<file path="src/rtl/cavlc_pkg.sv">
// Shared widths, FSM state type and statistics payload for the CAVLC zigzag scanner.
package cavlc_pkg;

  localparam int unsigned COEFF_W_DEF = 16;
  localparam int unsigned BLK_SIZE    = 16;
  localparam int unsigned IDX_W       = $clog2(BLK_SIZE);
  localparam int unsigned TC_W        = 5;
  localparam int unsigned T1_W        = 2;
  localparam int unsigned TZ_W        = 4;

  localparam logic [IDX_W-1:0] LAST_IDX = IDX_W'(BLK_SIZE - 1);
  localparam logic [T1_W-1:0]  T1_MAX   = T1_W'(3);

  typedef enum logic [1:0] {
    LOAD = 2'd0,
    SCAN = 2'd1,
    EMIT = 2'd2
  } state_t;

  typedef struct packed {
    logic [TC_W-1:0] total_coeff;
    logic [T1_W-1:0] trailing_ones;
    logic [TZ_W-1:0] total_zeros;
  } cavlc_stats_t;

endpackage

</file>
<file path="src/rtl/zigzagOrderROM.sv">
// 4x4 zigzag map: zigzag index in, raster position out.
module zigzagOrderROM
  import cavlc_pkg::*;
(
  input  logic [IDX_W-1:0] addr,
  output logic [IDX_W-1:0] data
);

  always_comb begin
    data = '0;
    case (addr)
      4'd0:  data = 4'd0;
      4'd1:  data = 4'd1;
      4'd2:  data = 4'd4;
      4'd3:  data = 4'd8;
      4'd4:  data = 4'd5;
      4'd5:  data = 4'd2;
      4'd6:  data = 4'd3;
      4'd7:  data = 4'd6;
      4'd8:  data = 4'd9;
      4'd9:  data = 4'd12;
      4'd10: data = 4'd13;
      4'd11: data = 4'd10;
      4'd12: data = 4'd7;
      4'd13: data = 4'd11;
      4'd14: data = 4'd14;
      4'd15: data = 4'd15;
    endcase
  end

endmodule

</file>
<file path="src/rtl/zigzag_scanner.sv">
// Buffers a raster 4x4 block, gathers CAVLC statistics in reverse zigzag order,
// then streams the coefficients out in reverse zigzag order with valid/ready.
module zigzag_scanner
  import cavlc_pkg::*;
#(
  parameter int unsigned COEFF_W = COEFF_W_DEF
) (
  input  logic               clk,
  input  logic               rst_n,
  input  logic               in_valid,
  output logic               in_ready,
  input  logic [COEFF_W-1:0] in_coeff,
  output logic               out_valid,
  input  logic               out_ready,
  output logic [COEFF_W-1:0] out_coeff,
  output logic [IDX_W-1:0]   out_zz_idx,
  output logic               out_last,
  output logic [TC_W-1:0]    total_coeff,
  output logic [T1_W-1:0]    trailing_ones,
  output logic [TZ_W-1:0]    total_zeros,
  output logic               stats_valid
);

  state_t               state_q, state_d;
  logic [IDX_W-1:0]     load_cnt_q, load_cnt_d;
  logic [IDX_W-1:0]     scan_k_q, scan_k_d;
  logic [IDX_W-1:0]     emit_k_q, emit_k_d;
  logic                 fetch_done_q, fetch_done_d;
  logic                 seen_nz_q, seen_nz_d;
  logic                 t1_active_q, t1_active_d;
  cavlc_stats_t         stats_q, stats_d;
  logic                 stats_valid_q, stats_valid_d;
  logic                 in_ready_q, in_ready_d;
  logic                 out_valid_q, out_valid_d;
  logic [COEFF_W-1:0]   out_coeff_q, out_coeff_d;
  logic [IDX_W-1:0]     out_zz_idx_q, out_zz_idx_d;
  logic                 out_last_q, out_last_d;

  logic [COEFF_W-1:0]   buffer [BLK_SIZE];
  logic                 buf_we;
  logic [IDX_W-1:0]     rom_addr;
  logic [IDX_W-1:0]     rom_data;
  logic [COEFF_W-1:0]   rd_coeff;
  logic                 rd_nonzero;
  logic                 rd_is_one;
  logic                 emit_load;

  zigzagOrderROM u_rom (
    .addr (rom_addr),
    .data (rom_data)
  );

  // Single ROM port shared between the statistics scan and the output fetch.
  assign rom_addr   = (state_q == EMIT) ? emit_k_q : scan_k_q;
  assign rd_coeff   = buffer[rom_data];
  assign rd_nonzero = |rd_coeff;
  assign rd_is_one  = (rd_coeff == COEFF_W'(1)) || (rd_coeff == {COEFF_W{1'b1}});

  always_comb begin
    state_d       = state_q;
    load_cnt_d    = load_cnt_q;
    scan_k_d      = scan_k_q;
    emit_k_d      = emit_k_q;
    fetch_done_d  = fetch_done_q;
    seen_nz_d     = seen_nz_q;
    t1_active_d   = t1_active_q;
    stats_d       = stats_q;
    stats_valid_d = stats_valid_q;
    out_valid_d   = out_valid_q;
    out_coeff_d   = out_coeff_q;
    out_zz_idx_d  = out_zz_idx_q;
    out_last_d    = out_last_q;
    buf_we        = 1'b0;
    emit_load     = 1'b0;

    case (state_q)
      LOAD: begin
        if (in_valid) begin
          buf_we     = 1'b1;
          load_cnt_d = load_cnt_q + IDX_W'(1);
          if (load_cnt_q == LAST_IDX) begin
            state_d     = SCAN;
            load_cnt_d  = '0;
            scan_k_d    = LAST_IDX;
            stats_d     = '0;
            seen_nz_d   = 1'b0;
            t1_active_d = 1'b1;
          end
        end
      end

      SCAN: begin
        if (rd_nonzero) begin
          stats_d.total_coeff = stats_q.total_coeff + TC_W'(1);
          seen_nz_d           = 1'b1;
          if (t1_active_q && rd_is_one && (stats_q.trailing_ones < T1_MAX)) begin
            stats_d.trailing_ones = stats_q.trailing_ones + T1_W'(1);
          end else begin
            t1_active_d = 1'b0;
          end
        end else if (seen_nz_q) begin
          stats_d.total_zeros = stats_q.total_zeros + TZ_W'(1);
        end
        scan_k_d = scan_k_q - IDX_W'(1);
        if (scan_k_q == '0) begin
          state_d       = EMIT;
          stats_valid_d = 1'b1;
          emit_k_d      = LAST_IDX;
          fetch_done_d  = 1'b0;
        end
      end

      EMIT: begin
        // Output register refills when empty or being drained this cycle.
        emit_load = (!out_valid_q || out_ready) && !fetch_done_q;
        if (out_valid_q && out_ready) begin
          out_valid_d = 1'b0;
        end
        if (emit_load) begin
          out_valid_d  = 1'b1;
          out_coeff_d  = rd_coeff;
          out_zz_idx_d = emit_k_q;
          out_last_d   = (emit_k_q == '0);
          if (emit_k_q == '0) begin
            fetch_done_d = 1'b1;
          end else begin
            emit_k_d = emit_k_q - IDX_W'(1);
          end
        end
        if (out_valid_q && out_ready && out_last_q) begin
          state_d       = LOAD;
          stats_valid_d = 1'b0;
          out_valid_d   = 1'b0;
          out_last_d    = 1'b0;
        end
      end

      default: begin
        state_d = LOAD;
      end
    endcase

    in_ready_d = (state_d == LOAD);
  end

  always_ff @(posedge clk or negedge rst_n) begin
    if (!rst_n) begin
      state_q       <= LOAD;
      load_cnt_q    <= '0;
      scan_k_q      <= '0;
      emit_k_q      <= '0;
      fetch_done_q  <= 1'b0;
      seen_nz_q     <= 1'b0;
      t1_active_q   <= 1'b0;
      stats_q       <= '0;
      stats_valid_q <= 1'b0;
      in_ready_q    <= 1'b1;
      out_valid_q   <= 1'b0;
      out_coeff_q   <= '0;
      out_zz_idx_q  <= '0;
      out_last_q    <= 1'b0;
    end else begin
      state_q       <= state_d;
      load_cnt_q    <= load_cnt_d;
      scan_k_q      <= scan_k_d;
      emit_k_q      <= emit_k_d;
      fetch_done_q  <= fetch_done_d;
      seen_nz_q     <= seen_nz_d;
      t1_active_q   <= t1_active_d;
      stats_q       <= stats_d;
      stats_valid_q <= stats_valid_d;
      in_ready_q    <= in_ready_d;
      out_valid_q   <= out_valid_d;
      out_coeff_q   <= out_coeff_d;
      out_zz_idx_q  <= out_zz_idx_d;
      out_last_q    <= out_last_d;
    end
  end

  // Coefficient storage is fully rewritten before every scan, so it carries no reset.
  always_ff @(posedge clk) begin
    if (buf_we) begin
      buffer[load_cnt_q] <= in_coeff;
    end
  end

  assign in_ready      = in_ready_q;
  assign out_valid     = out_valid_q;
  assign out_coeff     = out_coeff_q;
  assign out_zz_idx    = out_zz_idx_q;
  assign out_last      = out_last_q;
  assign total_coeff   = stats_q.total_coeff;
  assign trailing_ones = stats_q.trailing_ones;
  assign total_zeros   = stats_q.total_zeros;
  assign stats_valid   = stats_valid_q;

endmodule

</file>
<file path="config.mk">
export PLATFORM = sky130hd
export DESIGN_NAME = zigzag_scanner
export DESIGN_NICKNAME = d
export VERILOG_FILES = /design/src/rtl/cavlc_pkg.sv /design/src/rtl/zigzagOrderROM.sv /design/src/rtl/zigzag_scanner.sv
export SDC_FILE = /design/constraint.sdc
export NUM_CORES = 1
export LEC_CHECK = 0
export ABC_AREA = 1
export CAP_MARGIN = 5
export CELL_PAD_IN_SITES_DETAIL_PLACEMENT = 0
export CELL_PAD_IN_SITES_GLOBAL_PLACEMENT = 1
export CORE_MARGIN = 10
export CORE_UTILIZATION = 55
export CTS_CLUSTER_DIAMETER = 40
export DETAILED_ROUTE_END_ITERATION = 8
export DONT_BUFFER_PORTS = 1
export PLACE_DENSITY = 0.89
export SKIP_LAST_GASP = 1
export SLEW_MARGIN = 15
export SYNTH_ARGS = -nofsm -noshare
export SYNTH_HDL_FRONTEND = slang
export SYNTH_SLANG_ARGS = --single-unit
</file>
<file path="constraint.sdc">
create_clock -name clk -period 8.4 [get_ports clk]
set_input_delay 2.52 -clock clk [delete_from_list [all_inputs] [get_ports clk]]
set_output_delay 2.52 -clock clk [all_outputs]
set_load 0.005 [all_outputs]
</file>
==> results of run 1 <==
power by group:
group	total (uW)	internal (uW)	switching (uW)	leakage [uW]
sequential	1870	1820	53.5	0.00298
combinational	2320	631	1690	0.00294
clock	1680	1050	636	0.000637
synthesized netlist by cell type, types with 2 or more instances:
master      n  area share
buf_8       2      0.0021
clkbuf_1   17      0.0045
ha_1       19       0.017
inv_1     188       0.050
buf_4       2      0.0011
o21ai_1     3      0.0011
inv_2       2     0.00053
buf_2      33       0.012
nand3_1   252       0.089
edfxtp_1  256        0.54
o21a_1      2      0.0011
xor2_1      7      0.0043
nand2_1   291       0.077
buf_6      10      0.0080
nor3_1      3      0.0011
nor2_2      3      0.0013
o21ai_0    20      0.0071
o211ai_1    2      0.0011
dfrtp_1    51       0.090
a221oi_1    2      0.0012
nand2_4     2      0.0016
a21oi_1     7      0.0025
nand2_2     6      0.0027
buf_1       3     0.00080
nand3_2     3      0.0021
nor2_1     43       0.011
nand3b_1  104       0.055
metal layers:
| layer | up-vias | part of all wire |
|---|---|---|
| met4 | 0 | 0.022 |
| li1 | 4533 | - |
| met2 | 384 | 0.48 |
| met5 | - | 0 |
| met1 | 4590 | 0.41 |
| met3 | 64 | 0.086 |
path summary, 6_finish.rpt:
path / from / endpoint / slack [ps] / cells past startpoint
setup / recovery: state_q[0] / total_zeros[0] / 3030 / 23
hold / removal: seen_nz_q / seen_nz_q / 510 / 2
setup reg to reg: state_q[0] / total_zeros[0] / 3030 / 23
hold reg to reg: seen_nz_q / seen_nz_q / 510 / 2
max in group asynchronous: rst_n / in_ready / 6530 / 0
min in group asynchronous: rst_n / out_coeff[9] / 1680 / 0
kinds of logic (layout without fill, tap and decap cells):
family,after synthesis,in the layout,synth area share
mux,1,1,0.000708
simple gates,712,712,0.245
fa+ha+maj,19,19,0.0168
compound gates,41,41,0.0176
buf+inv,259,290,0.0793
flops,308,308,0.636
xor+xnor,8,8,0.00496
state kept, by name (all words and copies together), names as in the netlist, 2 cells and up:
signal         count
buffer           256
emit_k_q           4
load_cnt_q         4
out_coeff         16
out_zz_idx         4
scan_k_q           4
state_q            2
total_coeff        5
total_zeros        4
trailing_ones      2
per-stage QoR:
step           power [uW]   util  hold slack [ps]  cell area (um2)  cells
2_1_floorplan        3630      -              468            14100   1348
3_3_place_gp         4160  0.571              499            14400   1639
3_5_place_dp         4190  0.571              491            14400   1639
4_1_cts              5880  0.623              511            15700   1709
5_1_grt              6230  0.623              547            15700   1709
6_report             5880  0.623              507            15700   1709
placed cells by master, fill, tap and decap left out, drive strengths merged:
cell,synthesis,layout
a21oi,7,7
a221oi,2,2
a22oi,1,1
a31oi,1,1
buf,50,28
bufinv,0,5
clkbuf,17,44
clkinv,1,12
clkinvlp,0,5
dfrtp,51,51
dfstp,1,1
edfxtp,256,256
ha,19,19
inv,191,196
mux2i,1,1
nand2,299,299
nand3,255,255
nand3b,104,104
nand4,2,2
nor2,46,46
nor3,3,3
nor4,1,1
o211ai,2,2
o21a,2,2
o21ai,25,25
o22ai,1,1
or2,2,2
xnor2,1,1
xor2,7,7
area by class of cell:
class | count | area share
clock buffers | 44 | 0.0659
clock inverters | 26 | 0.0181
inverters | 192 | 0.0459
multi-input cells | 781 | 0.259
flip-flops and latches | 308 | 0.571
well taps | 330 | 0.0262
repair buffers | 28 | 0.0134
worst max-delay path, cell delays in order, from the launching register on:
cell	delay (ps)
dfrtp_1	390
inv_1	110
ha_1	630
nand2_1	180
nand2_2	180
inv_1	90
ha_1	180
nand2_1	100
nand3_4	70
buf_4	350
nand2_4	740
buf_4	660
nand2_1	140
nand3_1	100
nand3_1	90
nand3_1	100
nand2_1	180
nor2_1	140
nand2_1	100
nor2_2	160
nand4_2	190
nand2_2	140
nand2_1	80
o21a_1	110
==> impl_results.md, run 1 <==
- Netlist cell types: 42
- Wire length per cell: 20.0 um
- DR vias: 9571
- Starting Density: 0.560
- Vias in the first global route: 9183
- DR DRC count: 0
- DIE AREA: 0.0325 mm2
- Syn-to-layout area delta: 11.4%
- Synthesized area per cell: 10.5 um2
- GRT Max-Usage Layer: met2
- Worst Max-Slew Pin Slew: 870 ps
- Clk Latency, worst-skew pair: 530 ps
- First-pass GRT wire length: 52900 um
- # rows: 58
- Fin crit period: 5370 ps
- Startpoint types: register
- Crit-path max FO: 72
- Die height: 180 um
- Clock Pin Slew Worst Setup and Hold Paths: 50 ps
- Layout cell share with drive strength beyond 1: 0.0943
- Largest net degree at the start of global routing: 73
- Htree depth: 2
- IO Port Bufs: 0
- Tot GR Track Use: 0.204
- Total global routing overflow: 0
- Clock tree sinks: 308
- CTS tree: yes
- Pwr dens: 373 mW/mm2
- TritonCTS Buffers: 40
- Status: finished clean
- RSZ-0062 raised after global routing: no
- GR Util met2: 0.336
- Syn nets: 1387
- Antenna Nets Post-Route: 0
- Final worst slack: 3030 ps
- Hpwl dp: 19500 um
- Post-Route WL: 34100 um
- CP Capture Type: register
- Final hold violation count: 0
- 1st-pass router iterations: 5
- Required time worst endpoint: 8820 ps
- Fmax: 0.186 GHz
- Synth warnings: 0
- Met3 Use GR: 0.0418
- Cells after Synth: 1348
- Std-Cell Core Area: 0.0253 mm2
- Post-synth ARST share: 0.169
- Sequential cell area fraction in the yosys report: 0.636
- Post-CTS setup repair buffer count: 0
- I/O pins: 55
- Cts repair resizes: 0
- Width of the die: 180 um
- GP Congestion: 0.820
- Min-Delay Path Class: reg2reg
- Via density: 5.60
- Clock Skews: 12.8 ps
- Multi-input combinational cell area: 0.00408 mm2
- Arr. time, crit path: 5790 ps
- EDFF count, synth: 256
- Final setup fails: 0
- WS Path Type: reg2reg
- Hold buffer count at cts: 0
- MaxCap Viol Count: 0
- Ys flop type: edfxtp_1
- Initial antenna violation count: 0
- Fin crit share: 0.639
- Slew Limit Fails: 0
- Max_slew headroom: 0.419
- Flip-flop and latch area: 0.00899 mm2
- CTS Buffer Depth: 3
- Nets: 1390
- Cell Area, Synth: 0.0141 mm2
- Worst vdd ir: 224 uV
- Leakage power: 0.00656 uW
- Root buf cell: clkbuf_16
- Fillers: 2019
- Setup_tns: 0 ps
- Number of diodes: 0
- Pre-CTS setup slack: 3100 ps
- First DRT Iteration DRCs: 1042
- Synth Register Bits: 308
- GR Util met1: 0.268
Note: power is estimated with default switching activity, not from simulation.
==> run 2, diff against run 1 <==
- CORE_UTILIZATION: 55 -> 51
- PLACE_DENSITY: 0.89 -> 0.84
- clock period: 8.4 -> 5 ns (I/O delays scaled with it)
==> run 2 against run 1 <==
Compared with the run above:
- clock skew is 9.7 ps higher
- fmax up 24%
- non-clock buffer count rose by 3
- clock power rose by 77%
- wire length rose by 1.4%
- via count up 0.44%
- combinational power is 75% higher
- final cell count is 2.8% higher
- sequential share of layout area decreased by 0.75 points
- hold slack worse by 3.0 ps
- sequential cell count is the same
- critical path depth is 2 lower
- largest cell class unchanged
- highest routed layer unchanged
==> impl_results.md, run 2 (synthesis gave the netlist of run 1 again) <==
- Post-layout util: 0.589
- DR DRC count: 0
- Nets: 1393
- Setup_tns: 0 ps
- Std-Cell Core Area: 0.0271 mm2
- Largest net degree at the start of global routing: 115
- Fmax: 0.231 GHz
- Fin crit share: 0.865
- Post-Route WL: 34600 um
- Tot GR Track Use: 0.196
- PnR Total Power: 10200 uW
- CP Capture Point: total_zeros[0]
- Crit. Startpoint: state_q[0]
- Clock Pin Slew Worst Setup and Hold Paths: 50 ps
- Cts repair resizes: 0
- TritonCTS Buffers: 40
- Initial antenna violation count: 0
- Leakage power: 0.00664 uW
- Hpwl dp: 19700 um
- Startpoint types: register
- Fin crit period: 4320 ps
- Hold buffer count at cts: 0
- Total global routing overflow: 0
- Worst hold stages: 2
- Post-CTS setup repair buffer count: 0
- Reg2reg start: state_q[0]
- MaxCap Viol Count: 0
- Starting Density: 0.522
- Via density: 5.47
- Clock Skews: 22.5 ps
- Width of the die: 186 um
- Clk Latency, worst-skew pair: 530 ps
- Worst vdd ir: 478 uV
- RSZ-0062 raised after global routing: no
- Final hold slack: 504 ps
- Max reg flops: 256
- Die height: 186 um
- R2r setup slk: 680 ps
- Status: finished clean
- Register name with the most flops: buffer
- CTS tree: yes
- Commonest non-fill, non-tap cells in the layout: 291 x nand2_1, 256 x edfxtp_1, 252 x nand3_1, 188 x inv_1, 104 x nand3b_1
- Most common cell after layout, fill and taps aside: nand2_1
- Arr. time, crit path: 4720 ps
- Worst flop-to-flop path endpoint: total_zeros[0]
- R2R depth: 21
- First-pass GRT wire length: 54200 um
- IO Port Bufs: 0
- Root buf cell: clkbuf_16
- WS Path Type: reg2reg
- Multi-input combinational cell area: 0.00408 mm2
- # rows: 60
- Number of diodes: 0
- Worst Max-Slew Pin Slew: 1140 ps
- GP Congestion: 0.840
- 1st-pass router iterations: 5
- Layout cell share with drive strength beyond 1: 0.0961
- Required time worst endpoint: 5400 ps
- Min-Delay Path Class: reg2reg
- Max_slew headroom: 0.242
- CTS Buffer Depth: 3
- CP Capture Type: register
- Vias in the first global route: 9261
- I/O pins: 55
- Pwr dens: 638 mW/mm2
- Final setup fails: 0
- Htree depth: 2
- Syn-to-layout area delta: 12.9%
- Final hold violation count: 0
- Wire length per cell: 19.7 um
- DIE AREA: 0.0348 mm2
- DR vias: 9613
- First DRT Iteration DRCs: 853
- Clock tree sinks: 308
- Slew Limit Fails: 0
- Flip-flop and latch area: 0.00899 mm2
- Antenna Nets Post-Route: 0
- Fillers: 2194
- Crit-path max FO: 114
[run 2: changes by cell type in the layout (fill, tap and decap cells not counted), sizes merged]
cell	change
clkinv	+1
buf	+3
clkinvlp	-1
bufinv	+3
inv	-1
[run 2: cell type report]
type	instances	share of cell area
tap	372	0.0292
clock buffer	44	0.0637
timing repair buffer	31	0.0185
sequential	308	0.564
clock inverter	28	0.0237
multi-input combinational	781	0.256
inverter	192	0.0453
[run 2: power breakdown]
| group | leakage (uW) | switching (uW) | internal, uW | total [uW] |
|---|---|---|---|---|
| registers | 0.00298 | 89.9 | 3050 | 3140 |
| clock network | 0.000668 | 1090 | 1890 | 2980 |
| logic | 0.00299 | 2920 | 1130 | 4050 |
[run 2: layer usage]
metal / part of all wire / up-vias / GRT usage
met4: 0.024 / 0 / 0.0620
met1: 0.42 / 4630 / 0.261
met3: 0.086 / 74 / 0.0436
met5: 0 / - / 0
met2: 0.47 / 365 / 0.312
li1: - / 4544 / -
[run 2: per-stage QoR]
step           cells  setup slack (ps)  cell area (um2)
2_1_floorplan   1348              1560            14100
3_3_place_gp    1684               924            14600
3_5_place_dp    1684               835            14600
4_1_cts         1756               795            15900
5_1_grt         1756               365            16000
6_report        1756               675            16000
[run 2: how the worst min path moves through the flow]
stage | from | slack, ps | end
floorplan | seen_nz_q | 470 | seen_nz_q
finish | seen_nz_q | 500 | seen_nz_q
detailed placement | seen_nz_q | 490 | seen_nz_q
CTS | seen_nz_q | 510 | seen_nz_q
global placement | seen_nz_q | 500 | seen_nz_q
global route | seen_nz_q | 520 | seen_nz_q
[run 2: worst max-delay path, cell delays in order, from the launching register on]
cell and delay [ps]:
dfrtp_1 370, inv_1 80, ha_1 320, o21ai_0 460
inv_1 170, ha_1 230, inv_1 50, nand3_1 110
nand3_4 140, buf_12 400, nand3b_1 140, nand3_1 110
nand3_1 90, nand3_1 220, nand2_1 130, nor2_1 210
nand2_1 100, nor2_2 210, nand4_2 210, nand2_2 140
nand2_1 60, o21a_1 110
